## src/rtl/dmem_arbiter.sv

```systemverilog
// dmem_arbiter: shares one single-port data memory between two requesters through an IDLE/MEM/ACK sequencer.
// Optional feature macro DMEM_ARB_RR_EN: round-robin tie-break; when undefined, port 0 has fixed priority.
module dmem_arbiter #(
  parameter int ADDR_BITS = 6,
  parameter int DATA_BITS = 64
) (
  input  logic                 clk,
  input  logic                 rst,
  input  logic                 req0,
  input  logic                 we0,
  input  logic [ADDR_BITS-1:0] addr0,
  input  logic [DATA_BITS-1:0] wdata0,
  input  logic                 req1,
  input  logic                 we1,
  input  logic [ADDR_BITS-1:0] addr1,
  input  logic [DATA_BITS-1:0] wdata1,
  output logic                 ack0,
  output logic [DATA_BITS-1:0] rdata0,
  output logic                 ack1,
  output logic [DATA_BITS-1:0] rdata1,
  output logic [ADDR_BITS-1:0] mem_addr,
  output logic                 mem_we,
  output logic [DATA_BITS-1:0] mem_wdata,
  input  logic [DATA_BITS-1:0] mem_rdata,
  output logic                 busy
);

  typedef enum logic [1:0] {
    ST_IDLE = 2'd0,
    ST_MEM  = 2'd1,
    ST_ACK  = 2'd2
  } state_t;

  state_t state;
  state_t state_next;
  logic   winner;   // port owning the access in flight: 0 or 1
  logic   any_req;
  logic   grant1;   // arbitration result, meaningful only in IDLE

  assign any_req = req0 | req1;

`ifdef DMEM_ARB_RR_EN
  logic last;       // port granted most recently; the other one wins a tie

  assign grant1 = req1 & (~req0 | ~last);

  always_ff @(posedge clk) begin
    if (rst)
      last <= 1'b1;
    else if (state == ST_IDLE && any_req)
      last <= grant1;
  end
`else
  assign grant1 = req1 & ~req0;
`endif

  // NOTE: sequential state uses non-blocking assignment so every flop samples pre-edge values.
  always_ff @(posedge clk) begin
    if (rst)
      state <= ST_IDLE;
    else
      state <= state_next;
  end

  // NOTE: default assignment first, so no path through the case leaves state_next unassigned (no latch).
  always_comb begin
    state_next = state;
    case (state)
      ST_IDLE: if (any_req) state_next = ST_MEM;
      ST_MEM:  state_next = ST_ACK;
      ST_ACK:  state_next = ST_IDLE;
      default: state_next = ST_IDLE;
    endcase
  end

  // Memory-side registers and per-port read data; requester inputs are only looked at in IDLE.
  always_ff @(posedge clk) begin
    if (rst) begin
      mem_addr  <= '0;
      mem_we    <= 1'b0;
      mem_wdata <= '0;
      winner    <= 1'b0;
      rdata0    <= '0;
      rdata1    <= '0;
    end else begin
      case (state)
        ST_IDLE: begin
          if (any_req) begin
            winner    <= grant1;
            mem_addr  <= grant1 ? addr1  : addr0;
            mem_we    <= grant1 ? we1    : we0;
            mem_wdata <= grant1 ? wdata1 : wdata0;
          end
        end
        ST_MEM: begin
          mem_we <= 1'b0;
          if (!mem_we) begin
            if (winner)
              rdata1 <= mem_rdata;
            else
              rdata0 <= mem_rdata;
          end
        end
        default: ;
      endcase
    end
  end

  // Acks are cut as soon as reset is seen so a reset in ACK never completes the handshake.
  always_comb begin
    busy = 1'b0;
    ack0 = 1'b0;
    ack1 = 1'b0;
    case (state)
      ST_MEM: busy = 1'b1;
      ST_ACK: begin
        busy = 1'b1;
        ack0 = ~rst & ~winner;
        ack1 = ~rst &  winner;
      end
      default: ;
    endcase
  end

  ap_we_only_in_mem: assert property (@(posedge clk) disable iff (rst) mem_we |-> (state == ST_MEM));
  ap_acks_exclusive: assert property (@(posedge clk) !(ack0 && ack1));

endmodule

```

## config.mk

```make
export PLATFORM = sky130hd
export DESIGN_NAME = dmem_arbiter
export DESIGN_NICKNAME = d
export VERILOG_FILES = /design/src/rtl/dmem_arbiter.sv
export SDC_FILE = /design/constraint.sdc
export NUM_CORES = 1
export LEC_CHECK = 0
export ABC_AREA = 1
export CORE_MARGIN = 5
export CORE_UTILIZATION = 30
export CTS_CLUSTER_SIZE = 16
export DETAILED_ROUTE_END_ITERATION = 12
export PLACE_DENSITY = 0.71
export SYNTH_ARGS = -nofsm -noshare
export SYNTH_HDL_FRONTEND = slang
export SYNTH_SLANG_ARGS = --single-unit
```

## constraint.sdc

```tcl
create_clock -name clk -period 1.2 [get_ports clk]
set_input_delay 0.18 -clock clk [delete_from_list [all_inputs] [get_ports clk]]
set_output_delay 0.18 -clock clk [all_outputs]
set_load 0.01 [all_outputs]
```

==> metrics.md, run 1 <==
| Metric | Value |
|---|---|
| Status | finished, violations left |
| Violated checks | setup timing |
| Initial antenna violation count | 0 |
| Gr usage total | 19.8% |
| Share of cells above drive strength 1 | 33.0% |
| Warnings, synthesis | 0 |
| Cells after synthesis | 1211 |
| Critical Path RT | 1.02 ns |
| CTS Buf Count | 23 |
| Die width | 178 um |
| Reg area | 0.00408 mm^2 |
| Worst-path clk slew | 0.06 ns |
| Reg2reg end | mem_wdata[44] |
| GR Util met1 | 23.3% |
| Switch Pwr | 6.65 mW |
| Final worst setup slack | -0.362 ns |
| Final min period | 1.56 ns |
| Critical Path End Type | output port |
| Clock power frac | 33.6% |
| Vias/cell | 4.76 |
| Final TNS setup | -53.02 ns |
| Residual DRC | 0 |
| Post-synth top area cell | dfxtp_1 |
| Avg WL per Cell | 17.4 um |
| CTS Hold Bufs | 0 |
| Filler-free cell count of the finished design | 2046 |
| Most frequent cells in the layout | 288 x nor2_1, 208 x clkdlybuf4s50_1, 192 x buf_2, 177 x dfxtp_1, 161 x nand2_1 |
| Multi-input logic area | 0.00442 mm^2 |
| Max-Cap Viols | 0 |
| Worst path buffer plus inverter count | 2 |
| Starting DRT DRC Count | 511 |
| Commonest non-fill, non-tap cell in the layout | nor2_1 |
| Int Power | 15.4 mW |
| Grt peak-use layer | met2 |
| Top-area cell type share of the netlist area | 48.0% |
| #FFs+latches synth | 202 |
| Post-DP HPWL | 23200 um |
| Hold Path Origin | rst |
| Clk buf depth | 3 |
| Worst-case reg-to-reg path depth | 10 |
| Max IR drop VDD | 0.000869 V |
| RSZ-0062 raised after global routing | true |
| Tot Pwr | 22.1 mW |
| CTS tree | yes |
| Critical R2R Launch | state[1] |
| Hold crit path type | in -> reg |
| Sequential element share of the synthesized area | 48.0% |
| Hold path depth | 3 |
| I/O Buffers | 411 |
| CP delay by family, top | flip-flops |
| Clock skew | 0.00978 ns |
| Setup CP Type | reg -> out |
| Final-report hold violation count | 0 |
| Fin. max-slew vios | 0 |
| Critical path's slowest cell | dfxtp_2 |
| H-tree depth | 1 |
| GPL Wtd Cong | 0.844 |
| Maximum number of pins on one net before global-route repair | 79 |
| Crit path cell chain | inv_4 > ha_4 > nand2_2 > nor2_2 > buf_2 |
| Clk_lat worst skew | 0.50 ns |
| GR Util met2 | 35.7% |
| Proportion of power drawn by combinational gates | 30.7% |
| Met3 GRT Util | 4.99% |
| DRT antenna net count | 0 |
| Endpoints failing setup | 207 |
| Switching portion of total power | 30.1% |
| Chip Height | 178 um |
| Synth cell types | 20 |
| CP startpoint kind | flip-flop |
| Die area | 0.0315 mm^2 |
| Drt pass-1 iters | 6 |
| Core area | 0.0278 mm^2 |
| Final WL | 35500 um |
| Root Buffer | clkbuf_16 |
| Arrival @ worst endpoint | 1.38 ns |
| Via count | 9742 |
| ANT cells | 0 |
| Total grt overflow | 0 |
| FF-to-FF setup slack | -0.34 ns |
| Syn Std Cell Area | 0.00843 mm^2 |
| Post-route clock period utilization | 130% |
| Max Fclk | 640 MHz |
| Initial Util | 30.3% |
| IO Pins | 412 |
| Nets | 1868 |
| Worst slew margin | 67.0% |
| Layout filler cell count | 2564 |
| Part of the power in registers | 35.7% |
| Crit path max fanout | 3 |
| Static Leakage | 6.78 nW |
| Placement Cell Area | 0.0133 mm^2 |
| Fin area | 0.0149 mm^2 |
| Vias in the first global route | 9549 |
| # clock sinks | 202 |
| Syn Area/Cell | 6.96 um^2 |
| Layout area overhead | 76.3% |
| Worst slew pin tran | 0.495 ns |
| Cell area power density | 1490 mW/mm^2 |
| First-pass GRT wire length | 50800 um |
| Crit-path max cell delay | 0.34 ns |
| Syn_nets | 1425 |
| # rows | 61 |
| Top cells by area, synth | dfxtp_1 48%, nor2_1 15%, nand2_1 9.5% |
| Placed insts | 1970 |
| Worst Hold End | rdata1[26] |
## through the flow
stage                     setup slack, ns  hold WS [ns]  utilization (%)
after CTS                          -0.392         0.183             49.4
after global placement             -0.479         0.448             47.8
after detailed placement           -0.515         0.452             47.8
after global routing               -0.435         0.236             53.5
after floorplan                   -0.0525         0.328                -
final                              -0.362         0.219             53.5
## logic make-up (layout without fill, tap and decap cells)
logic type / after synthesis / after routing / synth area share (%)
buf+inv: 173 / 629 / 9.24
fa+ha+maj: 4 / 4 / 0.594
simple gates: 630 / 631 / 30.2
flops: 202 / 202 / 48.0
compound gates: 202 / 202 / 12.0
## final cells by class
cell class / instances / share of cell area, %
flip-flops and latches: 202 / 27.4
repair buffers: 511 / 32.2
inverters: 79 / 2.16
clock inverters: 7 / 0.910
multi-input cells: 837 / 29.7
well taps: 378 / 3.18
clock buffers: 32 / 4.37
## Yosys cell counts
cell and number:
nand4_1 64, nor2_1 347, clkbuf_1 37, o21ai_1 4
dfxtp_1 202, nand2_2 1, clkbuf_2 6, ha_1 4
buf_6 6, nor2_4 1, nand3_2 1, a21oi_1 66
inv_1 77, nand2_1 214, nand3_1 2, clkbuf_4 2
inv_2 2, buf_4 6, o21ai_0 132, buf_2 37
## worst max path at each step
stage | start | to | cells after the start
floorplan | state[0] | mem_addr[5] | 9
global placement | req1 | mem_addr[5] | 8
detailed placement | req1 | mem_wdata[57] | 8
CTS | state[0] | ack0 | 5
global route | state[0] | ack0 | 5
finish | state[0] | ack1 | 5
## tightest hold or removal path, cell delays in order
cell,delay [ns]
buf_2,0.13
buf_4,0.24
a21oi_2,0.12
## sequential cells by signal, summed over array words and instances, names as in the netlist
signal	cells
mem_we	1
mem_addr	6
rdata0	64
mem_wdata	64
state	2
rdata1	64
winner	1
## layer usage
layer / vias up / part of all wire, %
met1: 4502 / 38
met3: 76 / 8.9
met5: - / 0
li1: 4746 / -
met2: 418 / 51
met4: 0 / 3.0
## power by group through the flow
stage / Clock, mW / Combinational (mW) / Sequential (mW)
floorplan: 0 / 2.03 / 8.24
global placement: 0 / 5.42 / 7.93
detailed placement: 0 / 5.48 / 7.95
CTS: 7.53 / 5.68 / 7.83
global route: 7.84 / 7.28 / 7.97
finish: 7.42 / 6.77 / 7.89
## repair_timing
| action | CTS | global route |
|---|---|---|
| gates cloned | 9 | 13 |
| buffers inserted | 9 | 6 |
| resized for setup | 952 | 265 |
| setup endpoints to repair | 404 | 257 |
| pin swaps | 6 | 110 |
(Power assumes the default switching activity.)
==> run 2: changes to the inputs <==
--- a/config.mk
+++ b/config.mk
@@ -8,9 +8,10 @@
 export ABC_AREA = 1
 export CORE_MARGIN = 5
 export CORE_UTILIZATION = 30
-export CTS_CLUSTER_SIZE = 16
+export CTS_CLUSTER_SIZE = 20
 export DETAILED_ROUTE_END_ITERATION = 12
-export PLACE_DENSITY = 0.71
+export DONT_BUFFER_PORTS = 1
+export PLACE_DENSITY = 0.51
 export SYNTH_ARGS = -nofsm -noshare
 export SYNTH_HDL_FRONTEND = slang
 export SYNTH_SLANG_ARGS = --single-unit
==> run 2 against run 1 <==
  * The flow finishes with violations (hold timing, setup timing)
  * First-iteration DRC count is 1.8% lower
  * Register-to-register slack worse by 0.11 ns
  * Clock skew hardly changed
  * Global-route usage is 0.56 points higher
  * Combinational power is 12% lower
  * Sequential share of layout area is 0.48 points higher
  * Critical path type is now reg -> reg
  * Routed wire length is 4.0% higher
  * Utilization is 1.3 points lower
  * Fmax is 5.2% lower
  * Setup slack worse by 0.086 ns
  * Total power is 5.1% lower
  * Sequential power is 7.6% higher
  * Highest routed layer unchanged
==> metrics.md, run 2 (synthesis results as in run 1) <==
| Metric | Value |
|---|---|
| FF-to-FF setup slack | -0.45 ns |
| Placement Cell Area | 0.00919 mm^2 |
| Critical Path End Type | flip-flop |
| Starting DRT DRC Count | 502 |
| Share of cells above drive strength 1 | 29.6% |
| Vias in the first global route | 9153 |
| Post-route clock period utilization | 137% |
| Hold path depth | 1 |
| DRT antenna net count | 0 |
| Clk_lat worst skew | 0.50 ns |
| Reg2reg end | rdata1[26] |
| Clk buf depth | 3 |
| Fin area | 0.0145 mm^2 |
| Fin. max-slew vios | 0 |
| GPL Wtd Cong | 0.805 |
| Initial Util | 30.3% |
| H-tree depth | 1 |
| Worst hold slack | -0.258 ns |
| Clock skew | 0.00948 ns |
| Die width | 178 um |
| Drt pass-1 iters | 5 |
| I/O Buffers | 0 |
| Worst slew pin tran | 0.390 ns |
| Gr usage total | 20.3% |
| Residual DRC | 0 |
| Reg area | 0.00405 mm^2 |
| Violated checks | hold timing, setup timing |
| Arrival @ worst endpoint | 2.08 ns |
| Core area | 0.0278 mm^2 |
| First-pass GRT wire length | 51600 um |
| Endpoints failing setup | 204 |
| # rows | 61 |
| Max IR drop VDD | 0.000846 V |
| Worst slew margin | 74.0% |
| Avg WL per Cell | 19.8 um |
| Root Buffer | clkbuf_16 |
| Layout filler cell count | 2437 |
| Vias/cell | 4.99 |
| Layout area overhead | 72.2% |
| Critical Path RT | 1.63 ns |
| IO Pins | 412 |
| Static Leakage | 6.02 nW |
| Total grt overflow | 0 |
| Worst-path clk slew | 0.06 ns |
| Hold Path Origin | rst |
| Nets | 1691 |
| Crit path max fanout | 6 |
| Max-Cap Viols | 0 |
| RSZ-0062 raised after global routing | true |
| Final worst setup slack | -0.448 ns |
| Cell area power density | 1440 mW/mm^2 |
| Initial antenna violation count | 1 |
| Final-report hold violation count | 67 |
| Chip Height | 178 um |
| Final min period | 1.65 ns |
| Hold crit path type | in -> reg |
| Commonest non-fill, non-tap cell in the layout | nor2_1 |
| Final WL | 37000 um |
| CP startpoint kind | flip-flop |
| Worst-case reg-to-reg path depth | 9 |
| Biggest regs | mem_wdata (64), rdata0 (64), rdata1 (64) |
| Critical R2R Launch | state[0] |
| Post-DP HPWL | 21100 um |
| Setup CP Type | reg -> reg |
| Multi-input logic area | 0.00481 mm^2 |
| Worst Hold End | rdata1[25] |
| Most frequent cells in the layout | 277 x nor2_1, 206 x dlygate4sd3_1, 198 x dfxtp_1, 131 x nand2_1, 76 x o21ai_2 |
| Via count | 9331 |
| Worst Setup SP | state[0] |
| # clock sinks | 202 |
| Status | finished, violations left |
| Die area | 0.0315 mm^2 |
| Maximum number of pins on one net before global-route repair | 69 |
| Max Fclk | 607 MHz |
| CTS Buf Count | 23 |
| CTS tree | yes |
[run 2: cell types whose count changed in the layout (fill, tap and decap cells not counted), moves of 22 or more]
cell             previous run  this run
buf_2                     192         0
clkdlybuf4s50_1           208         0
dlygate4sd3_1               0       206
nand2_1                   161       131
nand2_2                    23        45
o21ai_2                    50        76
[run 2: worst max-delay path by stage]
stage	endpoint	slack [ns]	cells past startpoint
after floorplan	mem_addr[5]	-0.05	9
after global placement	mem_wdata[2]	-0.27	8
after detailed placement	mem_wdata[2]	-0.30	8
after CTS	ack0	-0.45	6
after global routing	mem_wdata[60]	-0.51	12
final	rdata1[26]	-0.45	9
[run 2: cell type report]
| type | count | area share (%) |
|---|---|---|
| Timing Repair inverter | 1 | 0.0776 |
| Clock buffer | 34 | 4.46 |
| Timing Repair Buffer | 334 | 28.7 |
| Sequential cell | 202 | 27.9 |
| Clock inverter | 4 | 0.155 |
| Tap cell | 378 | 3.26 |
| Multi-Input combinational cell | 836 | 33.2 |
| Antenna cell | 2 | 0.0345 |
| Inverter | 79 | 2.22 |
[run 2: where the power goes]
part / leakage [nW] / internal (mW) / switching (mW)
registers: 1.66 / 7.44 / 1.05
logic: 4.03 / 3.11 / 2.83
clock network: 0.326 / 3.70 / 2.82
[run 2: worst max-delay path: stages, from the launching register on]
cell,delay (ns)
dfxtp_4,0.35
buf_4,0.13
buf_6,0.11
ha_4,0.20
buf_12,0.14
nand3_4,0.13
buf_12,0.16
clkbuf_16,0.18
nand2_4,0.05
a21oi_2,0.12
[run 2: through the flow]
stage	TNS (ns)	std cells	power (mW)	setup slack, ns	utilization, %
2_1_floorplan	-3.62	1211	10.3	-0.0525	-
3_3_place_gp	-25.24	1563	11.4	-0.266	33.1
3_5_place_dp	-29.76	1563	11.4	-0.296	33.1
4_1_cts	-53.95	1837	19.9	-0.454	46.7
5_1_grt	-78.78	1869	21.9	-0.505	52.2
6_report	-65.69	1870	20.9	-0.448	52.2
[run 2: routing by layer]
| layer | vias to the layer above | global-route usage [%] | share of wire [%] |
|---|---|---|---|
| met3 | 99 | 6.48 | 9.8 |
| met2 | 458 | 36.4 | 49 |
| met4 | 0 | 6.51 | 3.9 |
| li1 | 4399 | - | - |
| met1 | 4375 | 22.9 | 37 |
| met5 | - | 0 | 0 |
[run 2: timing repair]
action                                  CTS  global route
hold buffers                            205             1
endpoints found under the hold margin   201            67
buffers inserted                         16            18
resized for setup                       179           351
endpoints found under the setup margin  203           206
pin swaps                                28            90
cloned                                   16            21
==> run 3: changes to the inputs <==
--- a/config.mk
+++ b/config.mk
@@ -11,7 +11,7 @@
 export CTS_CLUSTER_SIZE = 20
 export DETAILED_ROUTE_END_ITERATION = 12
 export DONT_BUFFER_PORTS = 1
-export PLACE_DENSITY = 0.51
+export PLACE_DENSITY_LB_ADDON = 0.15
 export SYNTH_ARGS = -nofsm -noshare
 export SYNTH_HDL_FRONTEND = slang
 export SYNTH_SLANG_ARGS = --single-unit
==> run 3 against run 2 <==
  * The flow still finishes with violations (hold timing, setup timing)
  * Sequential cell count unchanged
  * Sequential share of layout area down 0.10 points
  * Critical path type is now reg -> out
  * Clock power up 19%
  * Critical path depth down 3
  * Highest routed layer unchanged
==> metrics.md, run 3 (synthesis results as in run 1) <==
| Metric | Value |
|---|---|
| IO Pins | 412 |
| Endpoints failing setup | 206 |
| Worst-case reg-to-reg path depth | 12 |
| Worst hold slack | -0.275 ns |
| Hold crit path type | in -> reg |
| Layout filler cell count | 2520 |
| Hold path depth | 1 |
| Gr usage total | 20.5% |
| Vias/cell | 4.82 |
| Worst Hold End | rdata1[36] |
| CTS tree | yes |
| Chip Height | 178 um |
| Core area | 0.0278 mm^2 |
| Worst slack at placement | -0.206 ns |
| Most frequent cells in the layout | 274 x nor2_1, 206 x dlygate4sd3_1, 198 x dfxtp_1, 120 x nand2_1, 73 x inv_1 |
| Maximum number of pins on one net before global-route repair | 69 |
| RSZ-0062 raised after global routing | true |
| Final min period | 1.64 ns |
| CP startpoint kind | flip-flop |
| Arrival @ worst endpoint | 1.46 ns |
| Final worst setup slack | -0.442 ns |
| # clock sinks | 202 |
| Initial antenna violation count | 2 |
| Cell area power density | 1490 mW/mm^2 |
| CTS Hold Bufs | 206 |
| Starting DRT DRC Count | 360 |
| Worst-path clk slew | 0.06 ns |
| Drt pass-1 iters | 5 |
| H-tree depth | 1 |
| # rows | 61 |
| Post-DP HPWL | 21500 um |
| Static Leakage | 6.01 nW |
| Worst slew pin tran | 0.665 ns |
| Max-Cap Viols | 0 |
| Die width | 178 um |
| Residual DRC | 0 |
| Commonest non-fill, non-tap cell in the layout | nor2_1 |
| Biggest regs | mem_wdata (64), rdata0 (64), rdata1 (64) |
| Final-report hold violation count | 66 |
| Die area | 0.0315 mm^2 |
| Violated checks | hold timing, setup timing |
| Placed insts | 1563 |
| Vias in the first global route | 9268 |
| Critical Path RT | 1.02 ns |
| Max Fclk | 609 MHz |
| Clk buf depth | 3 |
| DRT antenna net count | 0 |
| Crit path max fanout | 2 |
| Setup CP Type | reg -> out |
| FF-to-FF setup slack | -0.43 ns |
| Clock skew | 0.00986 ns |
| Worst Setup SP | state[0] |
| Worst slew margin | 55.7% |
| Critical R2R Launch | state[0] |
| Filler-free cell count of the finished design | 1868 |
| Nets | 1687 |
| Total grt overflow | 0 |
| Final WL | 35300 um |
| First-pass GRT wire length | 51900 um |
| Clk_lat worst skew | 0.51 ns |
| Hold Path Origin | rst |
| Initial Util | 30.3% |
| Status | finished, violations left |
| Max IR drop VDD | 0.000924 V |
| Share of cells above drive strength 1 | 30.7% |
| Fin. max-slew vios | 0 |
| Root Buffer | clkbuf_16 |
| CTS Buf Count | 24 |
| Finished Core Util | 52.4% |
| Layout area overhead | 72.8% |
| I/O Buffers | 0 |
| Via count | 9007 |
| Avg WL per Cell | 18.9 um |
| GPL Wtd Cong | 0.805 |
| Critical Path End Type | output port |
| Reg2reg end | mem_wdata[50] |
| Post-route clock period utilization | 137% |
## run 3: worst max-delay path by stage
| stage | to |
|---|---|
| after floorplan | mem_addr[5] |
| after global placement | mem_wdata[34] |
| after detailed placement | mem_wdata[34] |
| after CTS | ack0 |
| after global routing | ack1 |
| final | ack0 |
## run 3: area by class of cell
class                      count  area (um^2)  area share (%)
clock buffer                  34          689            4.73
antenna                        2         5.00          0.0344
multi-input combinational    836         4840            33.2
inverter                      79          322            2.21
sequential                   202         4050            27.8
clock inverter                 7          139           0.954
timing repair buffer         330         4040            27.8
tap                          378          473            3.25
## run 3: timing repair
action                                  4_1_cts  5_1_grt
gates cloned                                 23        4
endpoints found under the setup margin      204      208
gates resized for setup                     227      286
hold endpoints to repair                    201       66
pin swaps                                    28       81
buffers inserted                             32        7
## run 3: report_power, final
part	switching, mW	internal [mW]	leakage [nW]
clock network	2.90	4.83	0.405
registers	1.05	7.44	1.66
logic	2.62	2.87	3.94
## run 3: per-layer routing
| layer | up-vias | track usage (%) | wire length (um) | share of wire, % |
|---|---|---|---|---|
| li1 | 4392 | - | - | - |
| met3 | 69 | 7.31 | 3500 | 9.9 |
| met1 | 4180 | 22.7 | 13000 | 37 |
| met2 | 366 | 36.6 | 17700 | 50 |
| met4 | 0 | 6.99 | 1070 | 3.0 |
| met5 | - | 0 | 0 | 0 |
## run 3: stage by stage
step                cell area, um^2  TNS (ns)  power [mW]
finish                        14600    -68.13        21.7
global route                  14600    -80.23        22.7
CTS                           13700    -56.65        21.5
detailed placement             9190    -24.65        11.4
global placement               9190    -21.39        11.4
floorplan                      8470     -3.62        10.3
## run 3: critical path, stage by stage, from the launching register on
cell and delay, ns:
dfxtp_4 0.35, inv_4 0.05, buf_6 0.10, ha_4 0.17
nand2_4 0.06, nor2_4 0.11, buf_6 0.12
==> patch (flow settings as in run 2) <==
`DATA_BITS`: 64 -> 96.
--- a/src/rtl/dmem_arbiter.sv
+++ b/src/rtl/dmem_arbiter.sv
@@ -2,7 +2,7 @@
 // Optional feature macro DMEM_ARB_RR_EN: round-robin tie-break; when undefined, port 0 has fixed priority.
 module dmem_arbiter #(
   parameter int ADDR_BITS = 6,
-  parameter int DATA_BITS = 64
+  parameter int DATA_BITS = 96
 ) (
   input  logic                 clk,
   input  logic                 rst,
Ports: changed (6 resized); port bits go from 412 to 604. No check against the original RTL was run, so the function may have changed too.
==> patch against run 2 <==
The run still ends with hold timing, setup timing left. Area after synthesis grew 46%. Sequential cell count is 96 higher. Largest power group unchanged. Routed wire length grew 72%. Setup slack got worse by 170 ps. Design area rose by 51%. Count of clock-buffer cells in the layout increased by 13. Total power increased by 58%. Critical path depth rose by 3.
==> patch: results (changes against run 2) <==
\begin{tabular}{lr}
\hline
Metric & Value \\
\hline
\multicolumn{2}{l}{\textbf{Status}} \\
\quad Run status & finished with violations \\
\quad Violated checks & hold timing, setup timing \\
\multicolumn{2}{l}{\textbf{STA}} \\
\quad Clock skew & 13.36 ps (+3.885 ps) \\
\quad Least-Margin Pin Slew & 381.5 ps (-8.402 ps) \\
\quad Number of setup violations in the final report & 309 (+51\%) \\
\quad WHS & -293.8 ps (-35.55 ps) \\
\quad Worst Setup Slack, final & -617.5 ps (-169.3 ps) \\
\quad Setup tns final & -122,750 ps (-57,050 ps) \\
\quad Final Hold Fails & 98 (+46\%) \\
\multicolumn{2}{l}{\textbf{Worst setup path}} \\
\quad Endpoint of the most critical setup path & mem\_wdata[62] \\
\quad Number of cells traversed by the worst register-to-register path & 12 (+3) \\
\quad Critical register-to-register path endpoint & mem\_wdata[62] \\
\quad CP arrival & 2240 ps (+160 ps) \\
\multicolumn{2}{l}{\textbf{GRT}} \\
\quad Initial antenna violation count & 19 (+18) \\
\quad Pin count of the biggest net entering global routing & 101 (+46\%) \\
\quad Met3 capacity usage during global routing & 0.07743 (+0.01267) \\
\quad Met1 usage in global routing & 0.2636 (+0.03451) \\
\multicolumn{2}{l}{\textbf{Yosys}} \\
\quad Top cell types by occurrence after synthesis & nor2\_1 (507), nand2\_1 (309), dfxtp\_1 (298) \\
\quad Area share of the largest cell type after synthesis & 0.4842 (+0.004327) \\
\quad Nets in the synthesized netlist & 2,078 (+46\%) \\
\quad Fraction of the yosys area taken by sequential cells & 0.4842 (+0.004327) \\
\quad Biggest area contributors in the synthesized netlist & dfxtp\_1 (48\%), nor2\_1 (15\%), nand2\_1 (9.4\%) \\
\multicolumn{2}{l}{\textbf{Pwr}} \\
\quad Clock network fraction of total power & 0.337 (+0.026) \\
\quad Peak supply drop & 928.0 µV (+9.7\%) \\
\multicolumn{2}{l}{\textbf{Drt}} \\
\quad Detail-routed net length per standard cell & 23.26 µm (+18\%) \\
\quad Routed length on met2 & 31,090 µm (+70\%) \\
\quad Metal1 wirelength & 22,630 µm (+66\%) \\
\quad Number of vias per cell & 5.288 (+6.0\%) \\
\multicolumn{2}{l}{\textbf{Placement}} \\
\quad Total cell area at the placement stage & 13,200 µm² (+44\%) \\
\quad Placer's final routability congestion estimate & 0.9249 (+15\%) \\
\quad Placement-stage worst setup slack & -304.6 ps (-8.880 ps) \\
\quad Number of placed cells counting well taps & 2,235 (+43\%) \\
\multicolumn{2}{l}{\textbf{Clock network}} \\
\quad Hold bufs inserted after CTS & 304 (+48\%) \\
\quad Htree depth & 2 (+1) \\
\multicolumn{2}{l}{\textbf{Final layout}} \\
\quad Registers with the most flip-flops & mem\_wdata: 96 flops, rdata0: 96 flops, rdata1: 96 flops \\
\multicolumn{2}{l}{\textbf{Min path}} \\
\quad Endpoint of the worst hold path & rdata1[46] \\
\hline
\end{tabular}
==> patch: changes by cell type in the layout (fill, tap and decap cells not counted), moves of 38 or more <==
cell	before	now
nor2_1	277	389
dlygate4sd3_1	206	304
dfxtp_1	198	295
o21ai_0	23	104
nand2_1	131	177
nor2_4	27	67
nand2_4	38	76
==> patch: what timing repair did <==
item                                   4_1_cts  5_1_grt
endpoints found under the hold margin      297       98
pin swaps                                   25      129
resized for setup                          283      463
buffers inserted                            33       23
setup endpoints to repair                  318      340
cloned                                      41       27
==> patch: final cells by class <==
type | instances | area, µm²
antenna | 20 | 50.05
inverter | 111 | 451.7
timing repair buffer | 492 | 6430
clock buffer | 47 | 1003
fill | 3389 | 18810
multi-input combinational | 1221 | 7144
sequential | 298 | 5974
timing repair inverter | 2 | 32.53
clock inverter | 12 | 175.2
tap | 532 | 665.6
